`src/rtl/draw_scheduler.sv`:
```
// Cursor/bitmap owner that serialises cursor redraws onto the vga_display draw_enable/drawing handshake.
// Latency: move pulse at n -> target at n+1 -> draw_enable during n+2; step_col read is combinational.
// Backpressure: one transaction in flight; moves arriving meanwhile coalesce into one follow-up draw.
// Optional build macro DRAW_SCHED_WRAP_EN: cursor wraps at the grid edges instead of saturating.
module draw_scheduler #(
   parameter int GRID_N = 12,
   parameter int X0     = 214,
   parameter int Y0     = 32,
   parameter int PITCH  = 33
) (
   input  logic              CLOCK_50,
   input  logic              nReset,
   input  logic              btn_up,
   input  logic              btn_down,
   input  logic              btn_left,
   input  logic              btn_right,
   input  logic              btn_toggle,
   input  logic              drawing,
   output logic              draw_enable,
   output logic [9:0]        X,
   output logic [8:0]        Y,
   output logic [9:0]        OLD_X,
   output logic [8:0]        OLD_Y,
   output logic              state,
   output logic [3:0]        cursor_col,
   output logic [3:0]        cursor_row,
   output logic              busy,
   input  logic [3:0]        step_col_sel,
   output logic [GRID_N-1:0] step_col
);

   typedef enum logic [2:0] {INIT, IDLE, ISSUE, W_START, W_CUR, W_GAP, W_BOX} fsm_t;

   fsm_t                          fsm_q, fsm_d;
   logic                          init_hi_q, init_hi_d;
   logic [3:0]                    tgt_col_q, tgt_col_d, tgt_row_q, tgt_row_d;
   logic [3:0]                    disp_col_q, disp_col_d, disp_row_q, disp_row_d;
   logic [GRID_N-1:0][GRID_N-1:0] bitmap_q, bitmap_d;   // [col][row]
   logic [9:0]                    x_q, x_d, old_x_q, old_x_d;
   logic [8:0]                    y_q, y_d, old_y_q, old_y_d;
   logic                          cell_q, cell_d;

   // One axis step; opposing pulses cancel, edges wrap or saturate by build option.
   function automatic logic [3:0] step_pos(input logic [3:0] v, input logic dec, input logic inc);
      logic [3:0] r;
      r = v;
      if (dec && !inc) begin
`ifdef DRAW_SCHED_WRAP_EN
         r = (v == 4'd0) ? 4'(GRID_N - 1) : v - 4'd1;
`else
         r = (v == 4'd0) ? v : v - 4'd1;
`endif
      end else if (inc && !dec) begin
`ifdef DRAW_SCHED_WRAP_EN
         r = (v == 4'(GRID_N - 1)) ? 4'd0 : v + 4'd1;
`else
         r = (v == 4'(GRID_N - 1)) ? v : v + 4'd1;
`endif
      end
      return r;
   endfunction

   function automatic logic [9:0] pix_x(input logic [3:0] col);
      return 10'(X0) + 10'(PITCH) * {6'd0, col};
   endfunction

   function automatic logic [8:0] pix_y(input logic [3:0] row);
      return 9'(Y0) + 9'(PITCH) * {5'd0, row};
   endfunction

   // Next-state: cursor/bitmap updates from buttons, transaction sequencing, output latching.
   always_comb begin
      fsm_d      = fsm_q;
      init_hi_d  = init_hi_q;
      tgt_col_d  = step_pos(tgt_col_q, btn_left, btn_right);
      tgt_row_d  = step_pos(tgt_row_q, btn_up, btn_down);
      disp_col_d = disp_col_q;
      disp_row_d = disp_row_q;
      bitmap_d   = bitmap_q;
      x_d        = x_q;
      y_d        = y_q;
      old_x_d    = old_x_q;
      old_y_d    = old_y_q;
      cell_d     = cell_q;
      // Toggle hits the pre-move cell; the cursor hides it so no redraw is needed.
      if (btn_toggle)
         bitmap_d[tgt_col_q][tgt_row_q] = ~bitmap_q[tgt_col_q][tgt_row_q];
      case (fsm_q)
         INIT: begin
            // Display draws grid + cursor after reset: one high pulse on drawing.
            if (drawing) begin
               init_hi_d = 1'b1;
            end else if (init_hi_q) begin
               init_hi_d = 1'b0;
               fsm_d     = IDLE;
            end
         end
         IDLE: begin
            if ({tgt_col_q, tgt_row_q} != {disp_col_q, disp_row_q}) begin
               old_x_d    = pix_x(disp_col_q);
               old_y_d    = pix_y(disp_row_q);
               x_d        = pix_x(tgt_col_q);
               y_d        = pix_y(tgt_row_q);
               cell_d     = bitmap_q[disp_col_q][disp_row_q];
               disp_col_d = tgt_col_q;
               disp_row_d = tgt_row_q;
               fsm_d      = ISSUE;
            end
         end
         ISSUE:   fsm_d = W_START;
         W_START: if (drawing)  fsm_d = W_CUR;
         W_CUR:   if (!drawing) fsm_d = W_GAP;
         W_GAP:   if (drawing)  fsm_d = W_BOX;
         W_BOX:   if (!drawing) fsm_d = IDLE;
         default: fsm_d = INIT;
      endcase
   end

   // State and datapath registers; everything returns to the power-up cursor at (0,0).
   always_ff @(posedge CLOCK_50 or negedge nReset) begin
      if (!nReset) begin
         fsm_q      <= INIT;
         init_hi_q  <= 1'b0;
         tgt_col_q  <= 4'd0;
         tgt_row_q  <= 4'd0;
         disp_col_q <= 4'd0;
         disp_row_q <= 4'd0;
         bitmap_q   <= '0;
         x_q        <= 10'(X0);
         y_q        <= 9'(Y0);
         old_x_q    <= 10'(X0);
         old_y_q    <= 9'(Y0);
         cell_q     <= 1'b0;
      end else begin
         fsm_q      <= fsm_d;
         init_hi_q  <= init_hi_d;
         tgt_col_q  <= tgt_col_d;
         tgt_row_q  <= tgt_row_d;
         disp_col_q <= disp_col_d;
         disp_row_q <= disp_row_d;
         bitmap_q   <= bitmap_d;
         x_q        <= x_d;
         y_q        <= y_d;
         old_x_q    <= old_x_d;
         old_y_q    <= old_y_d;
         cell_q     <= cell_d;
      end
   end

   // Outputs decode directly from registers; step column read is unregistered.
   always_comb begin
      draw_enable = (fsm_q == ISSUE);
      busy        = (fsm_q != IDLE);
      X           = x_q;
      Y           = y_q;
      OLD_X       = old_x_q;
      OLD_Y       = old_y_q;
      state       = cell_q;
      cursor_col  = tgt_col_q;
      cursor_row  = tgt_row_q;
      step_col    = '0;
      if (step_col_sel < 4'(GRID_N))
         step_col = bitmap_q[step_col_sel];
   end

endmodule

```
`config.mk`:
```
export PLATFORM = sky130hd
export DESIGN_NAME = draw_scheduler
export DESIGN_NICKNAME = d
export VERILOG_FILES = /design/src/rtl/draw_scheduler.sv
export SDC_FILE = /design/constraint.sdc
export NUM_CORES = 1
export LEC_CHECK = 0
export CORE_MARGIN = 10
export CORE_UTILIZATION = 50
export DETAILED_ROUTE_END_ITERATION = 6
export PLACE_DENSITY = 0.8
export SYNTH_ARGS = -nofsm -noshare
export SYNTH_HDL_FRONTEND = slang
export SYNTH_SLANG_ARGS = --single-unit
```
`constraint.sdc`:
```
create_clock -name CLOCK_50 -period 3.6 [get_ports CLOCK_50]
set_input_delay 0.36 -clock CLOCK_50 [delete_from_list [all_inputs] [get_ports CLOCK_50]]
set_output_delay 0.36 -clock CLOCK_50 [all_outputs]
set_load 0.05 [all_outputs]
```
==> results of run 1 <==
-- tightest hold or removal path, stage by stage, from the launching register on --
cell and delay [ns]:
dfrtp_1 0.34, nand2_1 0.04, o21ai_0 0.06
-- registers in the layout, summed over array words and instances, names as in the netlist --
register / flops
cursor_row: 4
disp_col_q: 4
bitmap_q: 144
init_hi_q: 1
OLD_X: 10
state: 1
OLD_Y: 8
cursor_col: 4
Y: 5
X: 9
disp_row_q: 3
fsm_q: 3
-- what timing repair did --
| item | in CTS | in global routing |
|---|---|---|
| hold buffers | 1 | 0 |
| endpoints found under the hold margin | 70 | 0 |
| endpoints found under the setup margin | 0 | 0 |
-- final cells by class --
type / instances / area [um2]
fill: 1954 / 10180
multi-input combinational: 777 / 7139
inverter: 21 / 78.83
clock buffer: 20 / 446.7
timing repair buffer: 116 / 1230
clock inverter: 11 / 127.6
tap: 324 / 405.4
sequential: 196 / 4923
-- path summary, 6_finish.rpt --
| path | from | to | depth (start not counted) |
|---|---|---|---|
| min reg2reg | OLD_X[5] | OLD_X[5] | 2 |
| max | cursor_col[1] | bitmap_q[128] | 8 |
| max reg2reg | cursor_col[1] | bitmap_q[128] | 8 |
| max in group asynchronous | nReset | X[6] | 3 |
| min | OLD_X[5] | OLD_X[5] | 2 |
| min in group asynchronous | nReset | fsm_q[2] | 2 |
-- stage by stage --
stage / setup slack [ns] / utilization [%] / cell area [um2]
final: 0.5550 / 58.50 / 14350
after global routing: 0.4766 / 58.50 / 14350
after CTS: 0.6295 / 58.50 / 14350
after detailed placement: 0.6414 / 56.11 / 13770
after global placement: 0.7330 / 56.11 / 13770
after floorplan: 0.4257 / - / 12560
-- cell families after synthesis --
logic type	synth area share, %
AOI/OAI and AO/OA	8.291
xor gates and xnor gates	1.953
adders and majority gates	3.627
buffers and inverters	4.076
DFF	39.18
muxes	32.55
other	0.02987
and+or+nand+nor	10.29
-- cell usage after synthesis, types with 2 or more instances --
cell	number	area share [%]
or2_2	2	0.10
o21ai_0	49	2.0
a2111oi_0	2	0.14
xnor2_1	24	1.7
a22oi_1	3	0.18
mux4_2	112	20
nand2_1	81	2.4
nor2_1	190	5.7
xor2_1	4	0.28
a21oi_4	20	2.6
buf_2	9	0.36
a21oi_1	38	1.5
o22ai_1	2	0.10
fa_1	4	0.64
dfstp_2	12	2.5
a211oi_1	2	0.12
o211ai_1	2	0.12
mux2i_1	19	1.5
a31oi_1	12	0.60
a221oi_1	2	0.14
nor3_1	4	0.16
nor2b_1	7	0.35
clkbuf_2	2	0.080
clkbuf_1	58	1.7
dfrtp_1	184	37
a21o_1	4	0.24
mux2_2	115	10
inv_2	2	0.060
buf_4	5	0.30
inv_1	18	0.54
mux4_1	3	0.63
nand4_1	3	0.15
ha_1	30	3.0
nand3_1	22	0.88
nand2b_1	4	0.20
buf_12	2	0.32
buf_1	9	0.27
buf_6	3	0.27
-- metal layers --
metal / up-vias / routed length (um) / global-route usage, %
met3: 148 / 4291 / 6.300
li1: 4007 / - / -
met2: 655 / 17120 / 36.19
met4: 0 / 1705 / 11.13
met1: 4819 / 13330 / 28.91
met5: - / 0 / 0
-- where the power goes --
group	switching, mW	leakage (nW)	internal (mW)	total (mW)
sequential	1.20	2.59	3.08	4.28
clock	0.883	0.273	1.04	1.93
combinational	4.15	3.08	3.18	7.32
==> impl_metrics.toml, run 1 <==
[clock_tree]
post_cts_buffers = 0
cts_made_buffers = 17
clkTransAtPathRegs_ns = 0.07
clock_path_buffers = 2
cts_tree = "yes"
cts_num_sinks = 196
cts-resized-gates = 0
clk_latency_ns = 0.45
cts_htree_levels = 4
cts_root_buffer = "clkbuf_16"

[sta]
fin_setup_tns_ns = 0
slew_viol_final = 0
hold_viol = 0
setup_viol = 0
finClkSkew_ns = 0.01828
fin_crit_sh_pct = 84.58
whs_ns = 0.4803
rsz0062_at_grt = "no"
period_minus_slack_ns = 3.045
worstMarginPinSlew_ns = 0.9415
max_freq_mhz = 328.4
maxSlewHeadroom_pct = 37.08

[final_layout]
final-instance-count-excl-fill = 1465
n_antenna_cell = 0
final_cell_mix = "nor2_1 (190), dfrtp_1 (181), mux2_2 (115)"
drive_above_1_share_pct = 31.11
nNetsFinal = 1175
area_growth_pct = 14.30
final_common_cell = "nor2_1"

[placement]
globalplace.congestion = 0.9246
dpl.cell_count = 1433
port_buffers = 70
dp_hpwl_um = 24390

[power_and_ir_drop]
p_per_area_nw_per_um2 = 942.8
irDropWorstVdd_uv = 667.4
power_leakage_nw = 5.940
fin_total_pwr_mw = 13.53

[logic_synthesis]
async_flop_share_pct = 100.0
synth_cell_types = 56
synth_area_per_cell_um2 = 11.60
synthCells = 1082
ys_ff_latch = 196
synth_ff_type = "dfrtp_1"
synth_edf_count = 0
ys.warnings.count = 0
syn_area_um2 = 12560
ys_seq_area_share_pct = 39.18

[floorplanning]
fp.coreArea_um2 = 24530
dieHeight_um = 178.5
die_w_um = 178.5
die_area_um2 = 31850
io_pins = 73
rows = 57
start_util_pct = 51.18

[hold_path]
hp-class = "reg -> reg"

[grt]
grt_pass1_wl_um = 56390
grt_max_degree = 76
antenna_found_initial = 0
grt_use_total_pct = 23.01
first_global_vias = 9683
grt-ovfl-total = 0

[worst_setup_path]
path_delay_family = "multiplexers"
critPathLaunchType = "flop"
critPathKind = "reg -> reg"
slowest_delay_ns = 0.81
cp_max_fo = 24
required_ns = 3.96
critPathBufInv = 2
crit_top_cell = "mux4_2"
arrival_ns = 3.40
end_kind = "flop"
crit_slowest_cell = "dfrtp_2"
rrSetupSlack_ns = 0.55
worstPathCellList = "buf_4, mux4_2, mux4_2, mux2_2, nand2_1, a21oi_4, buf_12, a31oi_1"

[detailed_routing]
antenna_left = 0
wl_per_cell_um = 24.88
drtPass1Iterations = 6
drcViolationCount = 0
num_vias = 9629
vias_per_cell = 6.573
drt_wl_total_um = 36450
drtIter0Drc = 1145

[status]
status = "complete, no violations"

[flow_run]
cap_violations = 0
No activity file was read; power rests on OpenSTA's default activity.
==> run 2: changes to the inputs <==
--- a/config.mk
+++ b/config.mk
@@ -8,7 +8,7 @@
 export CORE_MARGIN = 10
 export CORE_UTILIZATION = 50
 export DETAILED_ROUTE_END_ITERATION = 6
-export PLACE_DENSITY = 0.8
+export PLACE_DENSITY = 0.82
 export SYNTH_ARGS = -nofsm -noshare
 export SYNTH_HDL_FRONTEND = slang
 export SYNTH_SLANG_ARGS = --single-unit
==> constraint.sdc (replaced) <==
create_clock -name CLOCK_50 -period 2.5 [get_ports CLOCK_50]
set_input_delay 0.25 -clock CLOCK_50 [delete_from_list [all_inputs] [get_ports CLOCK_50]]
set_output_delay 0.25 -clock CLOCK_50 [all_outputs]
set_load 0.05 [all_outputs]
==> run 2 against run 1 <==
Net effect:
- the flow now finishes with violations (design-rule violations, negative setup slack)
- routed wire length rose by 10%
- worst setup slack got worse by 0.74 ns
- first-iteration DRC count rose by 29%
- clock power rose by 44%
- fmax rose by 14%
==> impl_metrics.toml, run 2 (synthesized netlist as in run 1, its figures left out) <==
[worst_setup_path]
required_ns = 2.90
crit_top_cell = "mux2_2"
worstPathCellList = "buf_6, clkbuf_16, mux4_2, mux2_2, a221oi_4, o21ai_2, nand2_4, buf_12, mux2_2"
path_delay_family = "multiplexers"
crit_slowest_cell = "mux4_2"
critPathLaunchType = "flop"
critPathKind = "reg -> reg"
end_kind = "flop"
cp_max_fo = 12
worst-path-stages = 9
slowest_delay_ns = 0.51
arrival_ns = 3.08
critPathBufInv = 3
reg2reg_depth = 9

[final_layout]
top_register = "bitmap_q"
largest_reg_flops = 144
final_common_cell = "nor2_1"
n_antenna_cell = 0
final-instance-count-excl-fill = 1527
fill_cells = 1748
area_growth_pct = 23.65
drive_above_1_share_pct = 39.07
final_cell_mix = "nor2_1 (188), dfrtp_1 (179), mux4_2 (115)"
nNetsFinal = 1236

[clock_tree]
cts_num_sinks = 196
cts_root_buffer = "clkbuf_16"
clkTransAtPathRegs_ns = 0.08
cts_htree_levels = 4
cts_made_buffers = 17
cts_tree = "yes"
clk_latency_ns = 0.46
clock_path_buffers = 2

[detailed_routing]
drt_wl_total_um = 40160
antenna_left = 0
num_vias = 10288
drtPass1Iterations = 7
wl_per_cell_um = 26.30
drcViolationCount = 11
vias_per_cell = 6.737
drtIter0Drc = 1472

[floorplanning]
rows = 57
die_w_um = 178.5
die_area_um2 = 31850
io_pins = 73
start_util_pct = 51.18
fp.coreArea_um2 = 24530
dieHeight_um = 178.5

[sta]
setup_viol = 144
fin_ws_ns = -0.1818
finClkSkew_ns = 0.01757
worstMarginPinSlew_ns = 0.6343
fin_crit_sh_pct = 107.3
slew_viol_final = 0
maxSlewHeadroom_pct = 57.71
period_minus_slack_ns = 2.682
max_freq_mhz = 372.9
rsz0062_at_grt = "yes"
fin_setup_tns_ns = -17.12
hold_viol = 0

[power_and_ir_drop]
switching_power_mw = 9.949
irDropWorstVdd_uv = 1001
power_frac_comb_pct = 60.1
power_leakage_nw = 6.443
switching_share_pct = 45.75
intPower_mw = 11.80
power_frac_seq_pct = 27.1
p_per_area_nw_per_um2 = 1401
p_clk_share_pct = 12.8

[flow_run]
cap_violations = 0

[placement]
dp_hpwl_um = 25580
pre_cts_ws_ns = -0.07984
port_buffers = 70
dpl.cell_count = 1477
globalplace.congestion = 0.9692

[grt]
grt_pass1_wl_um = 58300
grt-ovfl-total = 0
first_global_vias = 10175
antenna_found_initial = 0
grt_use_total_pct = 23.64
grt_max_degree = 73

[status]
status = "finished, violations left"
violations = "design-rule violations, negative setup slack"

[hold_path]
hp-class = "in -> async"
==> run 2: cell types whose count changed in the layout (fill, tap and decap cells not counted), sizes merged <==
| cell | before | now |
|---|---|---|
| clkbuf | 21 | 26 |
| bufinv | 2 | 1 |
| inv | 23 | 26 |
| buf | 58 | 115 |
| clkinvlp | 3 | 4 |
| clkdlybuf4s50 | 56 | 53 |
==> run 2: final cells by class <==
type | instances | area (um2) | share of cell area (%)
clock buffer | 18 | 439.2 | 2.829
sequential | 196 | 4926 | 31.73
inverter | 21 | 78.83 | 0.5077
timing repair buffer | 177 | 2021 | 13.02
multi-input combinational | 777 | 7512 | 48.39
clock inverter | 14 | 142.6 | 0.9188
tap | 324 | 405.4 | 2.611
==> run 2: power by group through the flow <==
stage / sequential (mW) / clock [mW] / combinational, mW
2_1_floorplan: 6.46 / 0 / 6.73
3_3_place_gp: 5.72 / 0 / 11.1
3_5_place_dp: 5.82 / 0 / 11.4
4_1_cts: 5.78 / 2.78 / 11.7
5_1_grt: 6.01 / 2.92 / 13.6
6_report: 5.89 / 2.78 / 13.1
==> run 2: through the flow <==
step	total power, mW	area [um2]	hold slack [ns]	utilization [%]
after detailed placement	17.21	14310	0.3120	58.33
after CTS	20.26	15030	0.3989	61.27
after global placement	16.82	14310	0.3057	58.33
after floorplan	13.19	12650	-0.04559	-
after global routing	22.50	15520	0.4280	63.28
final	21.74	15520	0.3786	63.28
==> run 2: worst paths after layout <==
check | slack (ns) | to | start
setup / recovery | -0.18 | bitmap_q[99] | cursor_col[0]
min in group CLOCK_50 | 0.48 | OLD_X[6] | OLD_X[6]
hold / removal | 0.38 | bitmap_q[33] | nReset
hold reg to reg | 0.48 | OLD_X[6] | OLD_X[6]
setup reg to reg | -0.18 | bitmap_q[99] | cursor_col[0]
max in group asynchronous | 1.31 | X[2] | nReset
==> run 2: timing repair <==
item | in CTS | in global routing
pin swaps | 2 | 1
gates resized for setup | 12 | 80
cloned | 1 | 9
hold buffers | 1 | 0
hold endpoints to repair | 69 | 0
endpoints found under the setup margin | 88 | 146
setup buffers | 7 | 0
==> run 2: layer usage <==
metal | track usage, % | vias to the layer above | routed length, um
met2 | 37.47 | 862 | 18420
met5 | 0 | - | 0
met3 | 5.412 | 229 | 5175
met1 | 29.51 | 5058 | 14140
li1 | - | 4139 | -
met4 | 12.95 | 0 | 2424
